===== src/rtl/rr_handshake_arbiter_if.sv =====
// Ready/valid bundle between the requesting ports and the merged output channel.
// slave modport faces the arbiter; master modport faces whoever drives requests and consumes the output.
interface rr_handshake_arbiter_if #(
    parameter int N_PORTS    = 3,
    parameter int DATA_WIDTH = 4
);
    localparam int IDX_W = $clog2(N_PORTS);

    logic [N_PORTS-1:0]            in_valid;
    logic [N_PORTS-1:0]            in_ready;
    logic [N_PORTS*DATA_WIDTH-1:0] in_data;
    logic                          out_valid;
    logic                          out_ready;
    logic [DATA_WIDTH-1:0]         out_data;
    logic [IDX_W-1:0]              out_grant;

    modport slave (
        input  in_valid, in_data, out_ready,
        output in_ready, out_valid, out_data, out_grant
    );

    modport master (
        output in_valid, in_data, out_ready,
        input  in_ready, out_valid, out_data, out_grant
    );
endinterface


===== src/rtl/rr_handshake_arbiter.sv =====
// Round-robin merge of N ready/valid ports into one registered output stage.
// Define RR_HANDSHAKE_ARBITER_ASSERT_EN to compile the embedded protocol assertions.
module rr_handshake_arbiter #(
    parameter int N_PORTS    = 3,
    parameter int DATA_WIDTH = 4
) (
    input  logic                   CLK,
    input  logic                   RESET,
    rr_handshake_arbiter_if.slave  bus
);
    localparam int IDX_W = $clog2(N_PORTS);

    logic [IDX_W-1:0]      ptr_r;
    logic                  out_valid_r;
    logic [DATA_WIDTH-1:0] out_data_r;
    logic [IDX_W-1:0]      out_grant_r;

    logic                  load_s;
    logic                  any_s;
    logic                  xfer_s;
    logic [IDX_W-1:0]      win_s;
    logic [N_PORTS-1:0]    in_ready_s;
    logic [DATA_WIDTH-1:0] win_data_s;

    // Scans ports starting at the priority pointer, wrapping modulo N_PORTS.
    function automatic logic [IDX_W-1:0] pick_winner(
        input logic [N_PORTS-1:0] req,
        input logic [IDX_W-1:0]   start
    );
        logic [IDX_W-1:0] win;
        logic             found;
        int               idx;
        win   = start;
        found = 1'b0;
        for (int k = 0; k < N_PORTS; k++) begin
            idx = (int'(start) + k) % N_PORTS;
            if (!found && req[idx]) begin
                win   = IDX_W'(idx);
                found = 1'b1;
            end
        end
        return win;
    endfunction

    assign load_s = !out_valid_r || bus.out_ready;
    assign any_s  = |bus.in_valid;
    assign xfer_s = load_s && any_s && !RESET;
    assign win_s  = pick_winner(bus.in_valid, ptr_r);

    // Grant decode and winner payload select; only the winner may see ready.
    always_comb begin
        in_ready_s = {N_PORTS{1'b0}};
        win_data_s = bus.in_data[int'(win_s)*DATA_WIDTH +: DATA_WIDTH];
        if (xfer_s) begin
            in_ready_s[win_s] = 1'b1;
        end else begin
            in_ready_s = {N_PORTS{1'b0}};
        end
    end

    // Output register and priority pointer; pointer advances only on an accepted grant.
    always_ff @(posedge CLK) begin
        if (RESET) begin
            out_valid_r <= 1'b0;
            out_data_r  <= {DATA_WIDTH{1'b0}};
            out_grant_r <= {IDX_W{1'b0}};
            ptr_r       <= {IDX_W{1'b0}};
        end else if (xfer_s) begin
            out_valid_r <= 1'b1;
            out_data_r  <= win_data_s;
            out_grant_r <= win_s;
            ptr_r       <= (win_s == IDX_W'(N_PORTS - 1)) ? {IDX_W{1'b0}} : win_s + IDX_W'(1);
        end else if (bus.out_ready) begin
            out_valid_r <= 1'b0;
        end else begin
            out_valid_r <= out_valid_r;
        end
    end

    assign bus.in_ready  = in_ready_s;
    assign bus.out_valid = out_valid_r;
    assign bus.out_data  = out_data_r;
    assign bus.out_grant = out_grant_r;

`ifdef RR_HANDSHAKE_ARBITER_ASSERT_EN
    a_ready_onehot0: assert property (@(posedge CLK) disable iff (RESET)
        $onehot0(bus.in_ready));

    a_out_hold: assert property (@(posedge CLK) disable iff (RESET)
        bus.out_valid && !bus.out_ready |=>
            $stable(bus.out_data) && $stable(bus.out_grant) && bus.out_valid);

    a_grant_range: assert property (@(posedge CLK) disable iff (RESET)
        int'(bus.out_grant) < N_PORTS);

    for (genvar i = 0; i < N_PORTS; i++) begin : g_in_stable
        a_in_stable: assert property (@(posedge CLK) disable iff (RESET)
            bus.in_valid[i] && !bus.in_ready[i] |=>
                bus.in_valid[i] && $stable(bus.in_data[i*DATA_WIDTH +: DATA_WIDTH]));
    end
`endif
endmodule


===== src/flat_wrapper.sv =====
// flat-port wrapper written by rule: the top's interface ports become plain ports
module rr_handshake_arbiter_flat 
#(
    parameter int N_PORTS    = 3,
    parameter int DATA_WIDTH = 4
)
  (CLK, RESET, bus_in_valid, bus_in_data, bus_out_ready, bus_in_ready, bus_out_valid, bus_out_data, bus_out_grant);
  rr_handshake_arbiter_if #(.N_PORTS(N_PORTS), .DATA_WIDTH(DATA_WIDTH)) bus_i ();
  input  logic CLK;
  input  logic RESET;
  input wire logic [$bits(bus_i.in_valid)-1:0] bus_in_valid;
  input wire logic [$bits(bus_i.in_data)-1:0] bus_in_data;
  input wire logic [$bits(bus_i.out_ready)-1:0] bus_out_ready;
  output wire logic [$bits(bus_i.in_ready)-1:0] bus_in_ready;
  output wire logic [$bits(bus_i.out_valid)-1:0] bus_out_valid;
  output wire logic [$bits(bus_i.out_data)-1:0] bus_out_data;
  output wire logic [$bits(bus_i.out_grant)-1:0] bus_out_grant;
  assign bus_i.in_valid = bus_in_valid;
  assign bus_i.in_data = bus_in_data;
  assign bus_i.out_ready = bus_out_ready;
  assign bus_in_ready = bus_i.in_ready;
  assign bus_out_valid = bus_i.out_valid;
  assign bus_out_data = bus_i.out_data;
  assign bus_out_grant = bus_i.out_grant;
  rr_handshake_arbiter #(.N_PORTS(N_PORTS), .DATA_WIDTH(DATA_WIDTH)) u_core (.CLK(CLK), .RESET(RESET), .bus(bus_i));
endmodule

===== config.mk =====
export PLATFORM = sky130hd
export DESIGN_NAME = rr_handshake_arbiter_flat
export DESIGN_NICKNAME = d
export VERILOG_FILES = /design/src/rtl/rr_handshake_arbiter_if.sv /design/src/rtl/rr_handshake_arbiter.sv /design/src/flat_wrapper.sv
export SDC_FILE = /design/constraint.sdc
export NUM_CORES = 1
export LEC_CHECK = 0
export ABC_AREA = 0
export CAP_MARGIN = 10
export CORE_AREA = 2 2 44 46
export DETAILED_ROUTE_END_ITERATION = 8
export DIE_AREA = 0 0 46 48
export HOLD_SLACK_MARGIN = 0.02
export PLACE_DENSITY = 0.74
export SLEW_MARGIN = 5
export SYNTH_ARGS = -nofsm -noshare
export SYNTH_HDL_FRONTEND = slang
export SYNTH_SLANG_ARGS = --single-unit

===== constraint.sdc =====
create_clock -name CLK -period 7.6 [get_ports CLK]
set_input_delay 2.28 -clock CLK [delete_from_list [all_inputs] [get_ports CLK]]
set_output_delay 2.28 -clock CLK [all_outputs]
set_load 0.02 [all_outputs]

[Yosys cells after proc, flatten, opt, wreduce, memory -nomap -nowiden]
Cells that the tools add are included.
Word-level totals
  flip-flop bits (word level): 9
  bits of input ports: 18
  word-level logic and storage cells: 49
Operators by class
  $add $sub $neg: 3
  div/mod/pow operators: 3
  order comparisons: 5
  equal/unequal tests: 1
  shift operators: 1
  muxes and demuxes: 20
  reduce and logical (&&, ||, !) cells: 12
Operator list (number)
  $lt A32 B4 Y1 const B: 3
  $mod A32 B3 Y32 const B: 2
  $mod A3 B3 Y32 const B: 1
  $shiftx A12 B5 Y4: 1
  $mux W1: 11
  $mux W2: 4
  $bmux W1 S2: 3
  $logic_and A1 B1 Y1: 5
  $logic_not A1 Y1: 4
  $add A2 B1 Y3 const B: 1
  $add A2 B2 Y3 const B: 1
  $lt A2 B3 Y1 const B: 1
  $mux W3: 1
  $reduce_or A3 Y1: 1
  $add A2 B1 Y2 const B: 1
  $demux W1 S2: 1
  $eq A2 B2 Y1 const B: 1
  $ge A2 B1 Y1 const B: 1
  $reduce_bool A2 Y1: 1
  $logic_or A1 B1 Y1: 1

[Logic depth before layout (Yosys ltp)]
  depth after elaboration: 16
  depth in mapped cells: 8

[Worst setup path before layout]
No wires, ideal clock.
  kind: input to output
  from: in bus_in_valid[1]
  to: out bus_in_ready[2]
  data arrival time: 3.594 ns
  data required time: 5.320 ns
  path slack: 1.726 ns
  cell stages on the path: 5
  path through: mux2_2 and2_1 a221o_1 or3_4 inv_1
Between the ends
  longest elaborated chain between the ends: 15
  elaborated cells between the ends (all ways): 27
  classes of those cells: 2 x order compare; 17 x mux; 8 x reduce/logical
Ends and longest elaborated chain
  start: declaration: RTL line flat_wrapper.sv:11  | input wire logic [$bits(bus_i.in_valid)-1:0] bus_in_valid;
  $bmux W1 S2: RTL line rr_handshake_arbiter.sv:37  | if (!found && req[idx]) begin
  $mux W1 (implied by the code) (2 in a row): RTL line rr_handshake_arbiter.sv:37
  $mux W1: RTL line rr_handshake_arbiter.sv:37
  $logic_not A1 Y1: RTL line rr_handshake_arbiter.sv:37
  $logic_and A1 B1 Y1: RTL line rr_handshake_arbiter.sv:37
  $mux W1: RTL line rr_handshake_arbiter.sv:37
  $logic_not A1 Y1: RTL line rr_handshake_arbiter.sv:37
  $logic_and A1 B1 Y1: RTL line rr_handshake_arbiter.sv:37
  $mux W2: RTL line rr_handshake_arbiter.sv:37
  $lt A2 B3 Y1 (implied by the code) / $ge A2 B1 Y1 (equally long branches): RTL line rr_handshake_arbiter.sv:55  | in_ready_s[win_s] = 1'b1;
  $logic_and A1 B1 Y1 (implied by the code): RTL line rr_handshake_arbiter.sv:55
  $mux W1 (implied by the code): RTL line rr_handshake_arbiter.sv:55
  $demux W1 S2
  $mux W3 *: RTL line rr_handshake_arbiter.sv:54  | if (xfer_s) begin
  end: declaration: RTL line flat_wrapper.sv:14  | output wire logic [$bits(bus_i.in_ready)-1:0] bus_in_ready;
Every way passes the cells marked *; elsewhere a longest branch is shown, timed or not. The select of a mux whose other input is x is not followed.

[Worst setup path in the final report]
Ends and elaborated chain as after synthesis.

==> run summary <==
Final layout
* 144 — # nets final
* 27 x sky130_fd_sc_hd__clkdlybuf4s50_1, 14 x sky130_fd_sc_hd__inv_1, 9 x sky130_fd_sc_hd__nand2_1, 9 x sky130_fd_sc_hd__dfxtp_1 — commonest non-fill, non-tap cells in the layout
* sky130_fd_sc_hd__clkdlybuf4s50_1 — leading cell type in the layout, fill and taps excluded
* 0.08264 — share of cells above drive strength 1
* 138 — count of placed standard cells in the final layout, fillers left out
* 44.67% — signed area change from the synthesized netlist to the final layout
* 0 — Diodes inserted

Timing
* 0 ns — Final TNS setup
* 7.085 ns — minimum clock period after layout
* 0 — number of max-slew violations in the final report
* 0.4102 ns — Slew @ Worst Pin
* 0.9322 — portion of the clock cycle consumed by the worst path in the final layout
* 0.1412 GHz — highest clock frequency the design can meet
* 0.005857 ns — clk_skew
* 0 — hold violation total from the final report
* 0 — setup violators final
* 0.7242 — worst slew margin relative to its limit
* no — RSZ-0062 raised after global routing

Synthesis
* 0 — number of synthesized flops with an enable pin
* 8.182 µm² — synthesized area divided by synthesized cell count
* 0.2577 — fraction of the mapped netlist area in compound gates
* 0 — share of async-settable or async-resettable flops after synthesis
* 0 — xor/xnor share of the synthesized area
* 9 — count of state elements after synthesis
* 0.1254 — multiplexer area fraction after synthesis
* 0.2474 — Seq/Total Area, Yosys
* 728.2 µm² — post-synthesis instance area
* compound AO/OA/AOI/OAI gates — main combinational cell family by area after synthesis
* 0 — Yosys warning total
* 89 — synthesized netlist cell count
* 0.06873 — arithmetic-cell share of the synthesized area counting full adders, half adders and majority gates
* 32 — number of distinct standard cells referenced by the synthesized netlist
* sky130_fd_sc_hd__dfxtp_1 — dominant synthesized flop cell
* 0.2285 — area share of and/or/nand/nor cells after synthesis
* 111 — total nets after synthesis

Routing
* 5.587 — via/cell ratio
* 0 — number of remaining DRC errors
* 13.78 µm — average wire length per cell after detail routing
* 11 — number of violations reported at the end of detailed-routing iteration 0
* 4 — number of search-and-repair iterations in the first detailed-routing pass
* 0 — Post-DRT Antenna Nets
* 771 — via total after detailed routing
* 1.902 mm — final wirelength

Power and ir drop
* 0.4490 nW — reported leakage power
* 0.202 — fraction of power consumed by sequential logic
* 357.9 nW/µm² — Pwr per Cell Area
* 0.0002071 W — Int Pwr
* 0.2043 mV — worst-case vdd ir drop
* 0.107 — portion of total power attributed to the clock network
* 0.691 — combinational share of power
* 0.0001700 W — power dissipated by switching net loads
* 0.4508 — Switching Share

CTS
* 0.07 ns — clock edge transition at the registers on the reported setup and hold paths
* 0 — Post-CTS Resized
* yes — clock tree from TritonCTS
* 1 — # H-tree levels
* 2 — maximum buffer depth of the clock tree
* 9 — clock tree sinks
* 0 — Post-CTS Setup Repair Bufs
* 0 — # hold bufs at CTS
* 3 — clock buffer count from CTS
* sky130_fd_sc_hd__clkbuf_4 — clock root buffer master
* 0.28 ns — Clock Latency Late Sink

Die
* 2208 µm² — area enclosed by the die boundary
* 48 µm — vertical extent of the die
* 15 — number of placement rows
* 1689 µm² — area inside the core boundary
* 0.4311 — starting utilization of the core area
* 28 — number of I/O pins
* 46 µm — die outline width

Worst setup path
* 5.32 ns — critical path data required time
* 8 — number of cell instances on the worst register-to-register path
* output pin — Worst setup EP type
* u_core.ptr_r[0] — Reg-to-Reg Start
* in -> out — critical path type
* 5.12 ns — internal reg-to-reg setup slack
* u_core.bus.out_data[2] — Reg-to-Reg End
* primary input — nature of the critical path startpoint
* 6 — maximum fanout count along the critical path
* 4.80 ns — crit path DAT

Global routing
* 3.146 mm — global-route wire length before repair
* 0.2036 — all-layer global routing usage
* 753 — via count of the first global-routing pass
* 0 — GRT overflow
* 0 — antenna violations before repair
* 9 — pin count of the biggest net entering global routing

Min path
* u_core.bus.out_data[2] — hold path endpoint
* 2 — cell count of the worst hold path
* u_core.bus.out_data[2] — hold path start
* reg -> reg — path class of the lowest-slack min-delay path

Status
* finished, final reports clean — outcome

Placement
* 27 — number of port buffers
* 0.8693 — final weighted congestion of routability-driven global placement
* 134 — Placed Cells
* 1.518 mm — placed wire-length estimate

Run
* 0 — number of max-cap violations

-- critical path: stages --
cell	delay, ns
sky130_fd_sc_hd__clkdlybuf4s50_1	0.51
sky130_fd_sc_hd__nor2b_1	0.18
sky130_fd_sc_hd__o32ai_1	0.26
sky130_fd_sc_hd__nand2_1	0.08
sky130_fd_sc_hd__a221o_1	0.38
sky130_fd_sc_hd__or3_4	0.45
sky130_fd_sc_hd__inv_1	0.06
sky130_fd_sc_hd__clkdlybuf4s50_1	0.59
-- power groups by stage --
stage	clock network (W)	logic [W]	registers [W]
detailed placement	0	0.000260	0.0000767
CTS	0.0000398	0.000262	0.0000763
finish	0.0000403	0.000261	0.0000760
floorplan	0	0.000162	0.0000898
global placement	0	0.000258	0.0000774
global route	0.0000428	0.000282	0.0000787
-- through the flow --
stage	power (W)	setup WS, ns	hold WS (ns)	area [µm²]	utilization
after global routing	0.0004031	0.3672	0.5133	1054	0.6237
after detailed placement	0.0003370	0.5329	0.4518	1027	0.6081
after floorplan	0.0002515	1.726	0.4752	728.2	-
final	0.0003770	0.5153	0.4678	1054	0.6237
after CTS	0.0003778	0.5310	0.4696	1054	0.6237
after global placement	0.0003356	0.5094	0.4497	1027	0.6081
-- logic make-up (layout without fill, tap and decap cells) --
kind of cell,after synthesis,after routing
DFF,9,9
and+or+nand+nor,31,31
muxes,9,9
AOI/OAI and AO/OA,22,22
adders and majority gates,4,4
buffers and inverters,14,46
-- worst max-delay path by stage --
stage,start,end,slack (ns),depth (start not counted)
after detailed placement,bus_in_valid[1],bus_in_ready[2],0.53,8
after floorplan,bus_in_valid[1],bus_in_ready[2],1.73,5
after global routing,bus_in_valid[1],bus_in_ready[2],0.37,8
after CTS,bus_in_valid[2],bus_in_ready[2],0.53,8
after global placement,bus_in_valid[2],bus_in_ready[2],0.51,8
final,bus_in_valid[1],bus_in_ready[2],0.52,8
-- final cells by class --
type / instances / area (µm²)
fill: 158 / 635.6
multi-input combinational: 66 / 495.5
tap: 17 / 21.27
inverter: 14 / 52.55
timing repair buffer: 28 / 277.8
clock buffer: 4 / 26.28
sequential: 9 / 180.2
-- layer usage --
layer	part of all wire	up-vias	track usage
met3	0.059	8	0.05660
met2	0.50	29	0.3472
li1	-	382	-
met4	0.028	0	0.1600
met1	0.41	352	0.2103
met5	0	-	0
-- sequential cells by signal, summed over array words and instances (netlist names) --
signal,flops
u_core.bus.out_data,4
u_core.bus.out_grant,2
u_core.ptr_r,2
u_core.bus.out_valid,1
-- Yosys cell counts (2+ instances only) --
cell type                  count  area (µm²)
sky130_fd_sc_hd__nor2_1        8       30.03
sky130_fd_sc_hd__o31ai_1       2       15.01
sky130_fd_sc_hd__dfxtp_1       9       180.2
sky130_fd_sc_hd__ha_1          4       50.05
sky130_fd_sc_hd__and3b_1       3       26.28
sky130_fd_sc_hd__nand2_1       9       33.78
sky130_fd_sc_hd__inv_1        14       52.55
sky130_fd_sc_hd__a21oi_1       4       20.02
sky130_fd_sc_hd__nor2b_1       3       18.77
sky130_fd_sc_hd__mux2i_1       8       80.08
sky130_fd_sc_hd__o221ai_1      4       35.03
(Power assumes the default switching activity.)
